File: src/rtl/branch_predictor_btb.sv
// Direct-mapped BTB with per-entry saturating direction counters, EX-stage learning and stats.
// Latency: prediction is combinational from fetch_pc; updates become visible the cycle after resolution.
// Backpressure: none; one prediction and one resolution per cycle, mispredict is a same-cycle flush request.
module branch_predictor_btb #(
    parameter int PC_W    = 9,
    parameter int ENTRIES = 16,
    parameter int CTR_W   = 2,
    parameter int STAT_W  = 16
) (
    input  logic              clk,
    input  logic              reset,
    input  logic [PC_W-1:0]   fetch_pc,
    output logic              pred_hit,
    output logic              pred_taken,
    output logic [31:0]       pred_target,
    input  logic              res_valid,
    input  logic [PC_W-1:0]   res_pc,
    input  logic              res_is_jump,
    input  logic              res_taken,
    input  logic [31:0]       res_target,
    input  logic              res_pred_taken,
    input  logic [31:0]       res_pred_target,
    output logic              mispredict,
    output logic [31:0]       redirect_pc,
    output logic [STAT_W-1:0] stat_branches,
    output logic [STAT_W-1:0] stat_mispred
);

    localparam int IDX_W = $clog2(ENTRIES);
    localparam int TAG_W = PC_W - IDX_W - 2;

    localparam logic [CTR_W-1:0] CTR_MAX = '1;
    localparam logic [CTR_W-1:0] CTR_WT  = CTR_W'(1) << (CTR_W - 1);
    localparam logic [CTR_W-1:0] CTR_WNT = CTR_WT - CTR_W'(1);

    typedef struct packed {
        logic             vld;
        logic [TAG_W-1:0] tag;
        logic [31:0]      target;
        logic [CTR_W-1:0] ctr;
    } btb_entry_t;

    btb_entry_t btb [ENTRIES];

    logic [IDX_W-1:0] f_idx, r_idx;
    logic [TAG_W-1:0] f_tag, r_tag;
    logic [31:0]      fetch_pc_ext, res_pc_ext;
    logic             r_hit, eff_taken;
    btb_entry_t       upd;
    logic             upd_en;

    assign f_idx        = fetch_pc[IDX_W+1:2];
    assign f_tag        = fetch_pc[PC_W-1:IDX_W+2];
    assign r_idx        = res_pc[IDX_W+1:2];
    assign r_tag        = res_pc[PC_W-1:IDX_W+2];
    assign fetch_pc_ext = 32'(fetch_pc);
    assign res_pc_ext   = 32'(res_pc);

    // Prediction reads the array directly, so a same-cycle update is seen only next cycle.
    assign pred_hit    = btb[f_idx].vld && (btb[f_idx].tag == f_tag);
    assign pred_taken  = pred_hit && btb[f_idx].ctr[CTR_W-1];
    assign pred_target = pred_taken ? btb[f_idx].target : fetch_pc_ext + 32'd4;

    assign eff_taken   = res_is_jump | res_taken;
    assign mispredict  = res_valid &
                         ((eff_taken != res_pred_taken) |
                          (eff_taken & res_pred_taken & (res_target != res_pred_target)));
    assign redirect_pc = eff_taken ? res_target : res_pc_ext + 32'd4;

    assign r_hit = btb[r_idx].vld && (btb[r_idx].tag == r_tag);

    always_comb begin
        upd    = btb[r_idx];
        upd_en = 1'b0;
        if (res_valid) begin
            if (r_hit) begin
                upd_en = 1'b1;
                if (res_is_jump)
                    upd.ctr = CTR_MAX;
                else if (res_taken)
                    upd.ctr = (btb[r_idx].ctr == CTR_MAX) ? CTR_MAX : btb[r_idx].ctr + CTR_W'(1);
                else
                    upd.ctr = (btb[r_idx].ctr == '0) ? '0 : btb[r_idx].ctr - CTR_W'(1);
                if (eff_taken)
                    upd.target = res_target;
            end else if (eff_taken) begin
                // Miss on a taken branch: allocate, evicting whatever aliases at this index.
                upd_en     = 1'b1;
                upd.vld    = 1'b1;
                upd.tag    = r_tag;
                upd.target = res_target;
                upd.ctr    = res_is_jump ? CTR_MAX : CTR_WT;
            end
        end
    end

    always_ff @(posedge clk) begin
        if (reset) begin
            for (int i = 0; i < ENTRIES; i++) begin
                btb[i].vld    <= 1'b0;
                btb[i].tag    <= '0;
                btb[i].target <= '0;
                btb[i].ctr    <= CTR_WNT;
            end
            stat_branches <= '0;
            stat_mispred  <= '0;
        end else begin
            if (upd_en)
                btb[r_idx] <= upd;
            if (res_valid && (stat_branches != '1))
                stat_branches <= stat_branches + STAT_W'(1);
            if (mispredict && (stat_mispred != '1))
                stat_mispred <= stat_mispred + STAT_W'(1);
        end
    end

endmodule

File: config.mk
export PLATFORM = sky130hd
export DESIGN_NAME = branch_predictor_btb
export DESIGN_NICKNAME = d
export VERILOG_FILES = /design/src/rtl/branch_predictor_btb.sv
export SDC_FILE = /design/constraint.sdc
export NUM_CORES = 1
export LEC_CHECK = 0
export ABC_CLOCK_PERIOD_IN_PS = 5900
export CAP_MARGIN = 5
export CORE_UTILIZATION = 45
export DETAILED_ROUTE_END_ITERATION = 8
export PLACE_DENSITY = 0.65
export SLEW_MARGIN = 20
export SYNTH_ARGS = -nofsm -noshare
export SYNTH_HDL_FRONTEND = slang
export SYNTH_SLANG_ARGS = --single-unit
export TNS_END_PERCENT = 5
File: constraint.sdc
create_clock -name clk -period 5.9 [get_ports clk]
set_input_delay 0.885 -clock clk [delete_from_list [all_inputs] [get_ports clk]]
set_output_delay 0.885 -clock clk [all_outputs]
set_load 0.005 [all_outputs]
# --- Yosys cells after proc, flatten, opt, wreduce, memory -nomap -nowiden ---
# Memories as Yosys holds them, arrays and structs flattened.
# Index checks and enable logic that the tools add are counted.
op_classes:
  n_addsub: 6
  mux: 23
  n_reduce_logical: 7
  bitwise: 5
  eq_ne: 7
ops:
  columns: ["cell", "count"]
  rows:
  - ["38-bit 2-to-1 mux", 3]
  - ["32-bit 2-to-1 mux", 3]
  - ["38-bit OR reduction", 1]
  - ["34-bit 2-to-1 mux", 1]
  - ["16-bit by 1-bit adder with 16-bit output (second input constant)", 2]
  - ["16-bit inequality test (second input constant)", 2]
  - ["32-bit inequality test", 1]
  - ["9-bit by 3-bit adder with 10-bit output (second input constant)", 2]
  - ["1-bit 2-to-1 mux", 10]
  - ["2-bit 2-to-1 mux", 4]
  - ["4-bit 2-to-1 mux", 2]
  - ["3-bit equality test", 2]
  - ["1-bit logical AND", 5]
  - ["1-bit bitwise AND", 3]
  - ["2-bit by 1-bit adder with 2-bit output (second input constant)", 1]
  - ["2-bit equality test (second input constant)", 1]
  - ["2-bit zero test", 1]
  - ["1-bit OR", 2]
  - ["2-bit by 1-bit subtractor with 2-bit output (second input constant)", 1]
  - ["1-bit inequality test", 1]
word_totals:
  word_cells: 51
  output_inout_bits: 99
  ram_bits: 608
  n_memories: 1
  register_bits: 32
  input_bits: 88
memory_table:
  columns: ["name", "words", "word_bits", "rd", "rd_clocked_by_memory_dff", "wr", "line", "text"]
  rows:
  - ["btb", 16, 38, 2, 0, 16, "43", "btb_entry_t btb [ENTRIES];"]

# --- Depth between registers and ports, before layout ---
# An unclocked memory read counts as a cell.
depth:
  depth_word: 10
  depth_mapped: 14
  ltp_nobuf: 9

# --- Worst setup path before layout ---
# Ideal clock, no wire load.
synth_path:
  kind: "input to register"
  start: "input res_pc[5]"
  end: "memory btb[13][0] (netlist bit), enable pin"
  slack_ps: 1753
  setup_ps: 401
  required_ps: 5499
  cell_stages: 12
  path_buffers: 4
  arrival_ps: 3746
  path_cell_list: "buf_2 > buf_1 > mux2i_1 > a22oi_1 > nand3_1 > nand2_1 > xnor2_1 > a31oi_2 > buf_6 > or2_1 > buf_2 > nand2b_1"
synth_lines:
  columns: ["element", "line", "text"]
  rows:
  - ["start, declared", "17", "input logic [PC_W-1:0] res_pc,"]
  - ["end, declared", "43", null]

# --- Final worst setup path ---
layout_path:
  start: "input res_target[6]"
  end: "output mispredict"
layout_between:
  elab_chain_cells: 4
layout_lines:
  columns: ["element", "line", "text"]
  rows:
  - ["start, declared", "20", "input logic [31:0] res_target,"]
  - ["32-bit inequality test", "67", "(eff_taken & res_pred_taken & (res_target != res_pred_target)));"]
  - ["1-bit bitwise AND", "67", null]
  - ["1-bit OR", "66", "((eff_taken != res_pred_taken) |"]
  - ["1-bit bitwise AND", "65", "assign mispredict = res_valid &"]
  - ["end, declared", "23", "output logic mispredict,"]
# Every way passes these cells.

==> insert_results.sql <==
INSERT INTO impl_metrics (metric_group, metric, value, unit) VALUES
('run_status', 'outcome', 'finished, final reports clean', ''),
('synthesis', 'yosysSeqAreaShare', '0.555', ''),
('floorplanning', 'die_footprint', '0.0768', 'mm²'),
('sta', 'fin_hold_ws', '0.510', 'ns'),
('synthesis', 'ys.flop_type', 'sky130_fd_sc_hd__edfxtp_1', ''),
('route', 'remaining_drc_errors', '0', ''),
('placement', 'setup_slack_after_placement', '0.774', 'ns'),
('global_routing', 'antenna_violations_before_repair', '3', ''),
('sta', 'fin_crit_sh', '0.886', ''),
('synthesis', 'postSynthAreaPerCell', '15.1', 'µm²'),
('setup_path', 'worst_r2r_endpoint', 'btb[15][19]', ''),
('floorplanning', 'design.portCount', '187', ''),
('power_and_ir_drop', 'internal_power', '8.35', 'mW'),
('setup_path', 'critical_path_peak_fanout', '3', ''),
('synthesis', 'synth_area', '0.0341', 'mm²'),
('synthesis', 'postSynthNetCount', '2358', ''),
('power_and_ir_drop', 'switching_part_of_the_total', '0.249', ''),
('placement', 'hpwl_after_detailed_placement', '61.8', 'mm'),
('clock_network', 'cts.hold.buffers_added', '0', ''),
('sta', 'drv_slew', '0', ''),
('power_and_ir_drop', 'peakVddDrop', '0.177', 'mV'),
('sta', 'timing.final.hold_violations', '0', ''),
('setup_path', 'critical_path.startpoint', 'res_target[6]', ''),
('power_and_ir_drop', 'p_comb_frac', '0.129', ''),
('clock_network', 'cts_buffers', '73', ''),
('clock_network', 'numClockSinks', '640', ''),
('sta', 'fin_skew', '0.0209', 'ns'),
('sta', 'max-slew-margin-rel', '0.324', ''),
('placement', 'place.gp.congestion', '0.836', ''),
('route', 'avgRoutedWirePerCell', '31.4', 'µm'),
('clock_network', 'cts_setup_buffers', '0', ''),
('synthesis', 'netlist.top_cell.by_area', 'sky130_fd_sc_hd__edfxtp_1', ''),
('synthesis', 'synth.ff_latch_count', '640', ''),
('sta', 'timing_worst_slew_pin_value', '1.01', 'ns'),
('cells_and_area', 'area_delta_synth_final', '14.4', '%'),
('setup_path', 'worstReg2RegStart', 'btb[1][34]', ''),
('clock_network', 'clk_latency', '0.63', 'ns'),
('route', 'vias_per_cell', '6.40', ''),
('hold_path', 'min-delay-path-class', 'reg -> reg', ''),
('floorplanning', 'design.core.area', '0.0747', 'mm²'),
('placement', 'detailed_place.area', '0.0367', 'mm²'),
('route', 'drtPass1Iterations', '7', ''),
('flow_run', 'maxCapViolCount', '0', ''),
('clock_network', 'cts_htree_levels', '3', ''),
('synthesis', 'synth_enable_flop_cells', '608', ''),
('sta', 'setup_ws', '0.673', 'ns'),
('sta', 'setup-tns-final', '0', 'ns'),
('power_and_ir_drop', 'total_switching_power', '2.77', 'mW'),
('route', 'post_route_ant_nets', '0', ''),
('setup_path', 'critPathCaptureType', 'primary output', ''),
('synthesis', 'yosys_warnings', '0', ''),
('power_and_ir_drop', 'seq_power_share', '0.469', ''),
('synthesis', 'synth_cells', '2262', ''),
('floorplanning', 'rows', '100', ''),
('cells_and_area', 'final_cell_area', '0.0390', 'mm²'),
('sta', 'setup-violations-final', '0', ''),
('global_routing', 'first_pass_grt_wire_length', '156', 'mm'),
('power_and_ir_drop', 'power_density', '285', 'mW/mm²'),
('synthesis', 'yosys.cell_types.count', '49', ''),
('setup_path', 'reg2regPathDepth', '9', ''),
('synthesis', 'synth-async-reset-ratio', '0', ''),
('setup_path', 'start_kind', 'input pin', ''),
('floorplanning', 'chipWidth', '277', 'µm'),
('clock_network', 'cts_root_buf', 'sky130_fd_sc_hd__clkbuf_16', ''),
('global_routing', 'grt_pass1_vias', '22600', ''),
('hold_path', 'min_delay_path_depth', '2', ''),
('clock_network', 'post_cts_resize_count', '0', ''),
('clock_network', 'clock_tree_from_tritoncts', 'yes', ''),
('power_and_ir_drop', 'power.share.clock', '0.401', ''),
('sta', 'post-route-min-period', '5.23', 'ns'),
('sta', 'highest_attainable_clock_frequency', '191', 'MHz');
-- sequential cells by signal, summed over array words and instances (netlist names) --
name,flops
btb,608
stat_branches,16
stat_mispred,16
-- synth_stat cells (13+ instances only) --
master and instances:
sky130_fd_sc_hd__a21oi_1 17, sky130_fd_sc_hd__buf_6 35, sky130_fd_sc_hd__edfxtp_1 608, sky130_fd_sc_hd__nand2b_1 18, sky130_fd_sc_hd__nor2b_1 33, sky130_fd_sc_hd__inv_1 27
sky130_fd_sc_hd__nor2_1 598, sky130_fd_sc_hd__xor2_1 59, sky130_fd_sc_hd__buf_2 54, sky130_fd_sc_hd__mux4_2 362, sky130_fd_sc_hd__buf_1 13, sky130_fd_sc_hd__buf_4 40
sky130_fd_sc_hd__nor2_2 18, sky130_fd_sc_hd__nand2_1 47, sky130_fd_sc_hd__and2_1 25, sky130_fd_sc_hd__mux2i_4 32, sky130_fd_sc_hd__mux2i_1 22, sky130_fd_sc_hd__clkbuf_1 66
sky130_fd_sc_hd__or2_1 16, sky130_fd_sc_hd__nand3_1 39, sky130_fd_sc_hd__o21ai_0 15, sky130_fd_sc_hd__dfxtp_1 32
-- how the worst min path moves through the flow --
stage / from / endpoint / slack [ns]
final: stat_branches[15] / stat_branches[15] / 0.51
after CTS: stat_branches[15] / stat_branches[15] / 0.51
after global placement: stat_branches[15] / stat_branches[15] / 0.49
after global routing: stat_mispred[12] / stat_mispred[12] / 0.55
after floorplan: stat_branches[15] / stat_branches[15] / 0.49
after detailed placement: stat_branches[15] / stat_branches[15] / 0.50
-- kinds of logic after synthesis --
| logic type | count (synthesis) | share of synthesized area |
|---|---|---|
| AO/OA/AOI/OAI | 53 | 0.0111 |
| AND/OR/NAND/NOR | 832 | 0.104 |
| buffers and inverters | 236 | 0.0401 |
| flip-flops | 640 | 0.555 |
| XOR/XNOR | 72 | 0.0187 |
| multiplexers | 421 | 0.268 |
| adder cells (fa/ha/maj) | 8 | 0.00294 |
-- worst max-delay path: stages --
cell	delay (ns)
sky130_fd_sc_hd__clkdlybuf4s50_1	0.82
sky130_fd_sc_hd__xor2_1	0.33
sky130_fd_sc_hd__nor4_1	0.56
sky130_fd_sc_hd__nand4_1	0.49
sky130_fd_sc_hd__o21ai_0	0.58
sky130_fd_sc_hd__a21oi_1	0.19
sky130_fd_sc_hd__clkdlybuf4s50_1	0.48
-- layout make-up --
class / instances / area (µm²)
fill: 6083 / 35700
sequential: 640 / 18900
multi-input combinational: 1386 / 13900
timing repair buffer: 261 / 2610
clock buffer: 87 / 1880
tap: 969 / 1210
clock inverter: 42 / 410
inverter: 28 / 105
antenna: 1 / 2.50
-- per-stage QoR --
step	cells	utilization	power (mW)
final	3414	0.522	11.1
after global routing	3413	0.522	11.4
after CTS	3413	0.522	11.2
after detailed placement	3284	0.491	6.74
after global placement	3284	0.491	6.71
after floorplan	2262	-	6.23
-- power by group through the flow --
stage | Combinational (mW) | Clock, mW | Sequential, mW
after floorplan | 0.950 | 0 | 5.28
after global placement | 1.42 | 0 | 5.29
after detailed placement | 1.43 | 0 | 5.31
after CTS | 1.44 | 4.51 | 5.21
after global routing | 1.50 | 4.68 | 5.23
final | 1.44 | 4.46 | 5.21
-- metal layers --
metal,GRT usage,share of wire,vias to the layer above
li1,-,-,8857
met1,0.375,0.37,11300
met2,0.453,0.48,1433
met3,0.0700,0.12,265
met4,0.104,0.038,2
met5,0,0.000093,-
-- cell usage in the layout (no fill, tap or decap), drive strengths merged, types with 6 or more instances in the layout --
master,n
nor2,616
or2,16
o21ai,15
and3,8
mux2i,54
bufinv,7
buf,83
nand2,48
edfxtp,608
dfxtp,32
nand3,39
nor2b,33
and2,25
nor4,8
xnor2,13
nand2b,18
xor2,59
clkdlybuf4s50,178
ha,8
clkbuf,87
inv,33
mux4,362
nand4,11
clkinv,28
a21oi,17
a22oi,6
Note: power is estimated with default switching activity, not from simulation.
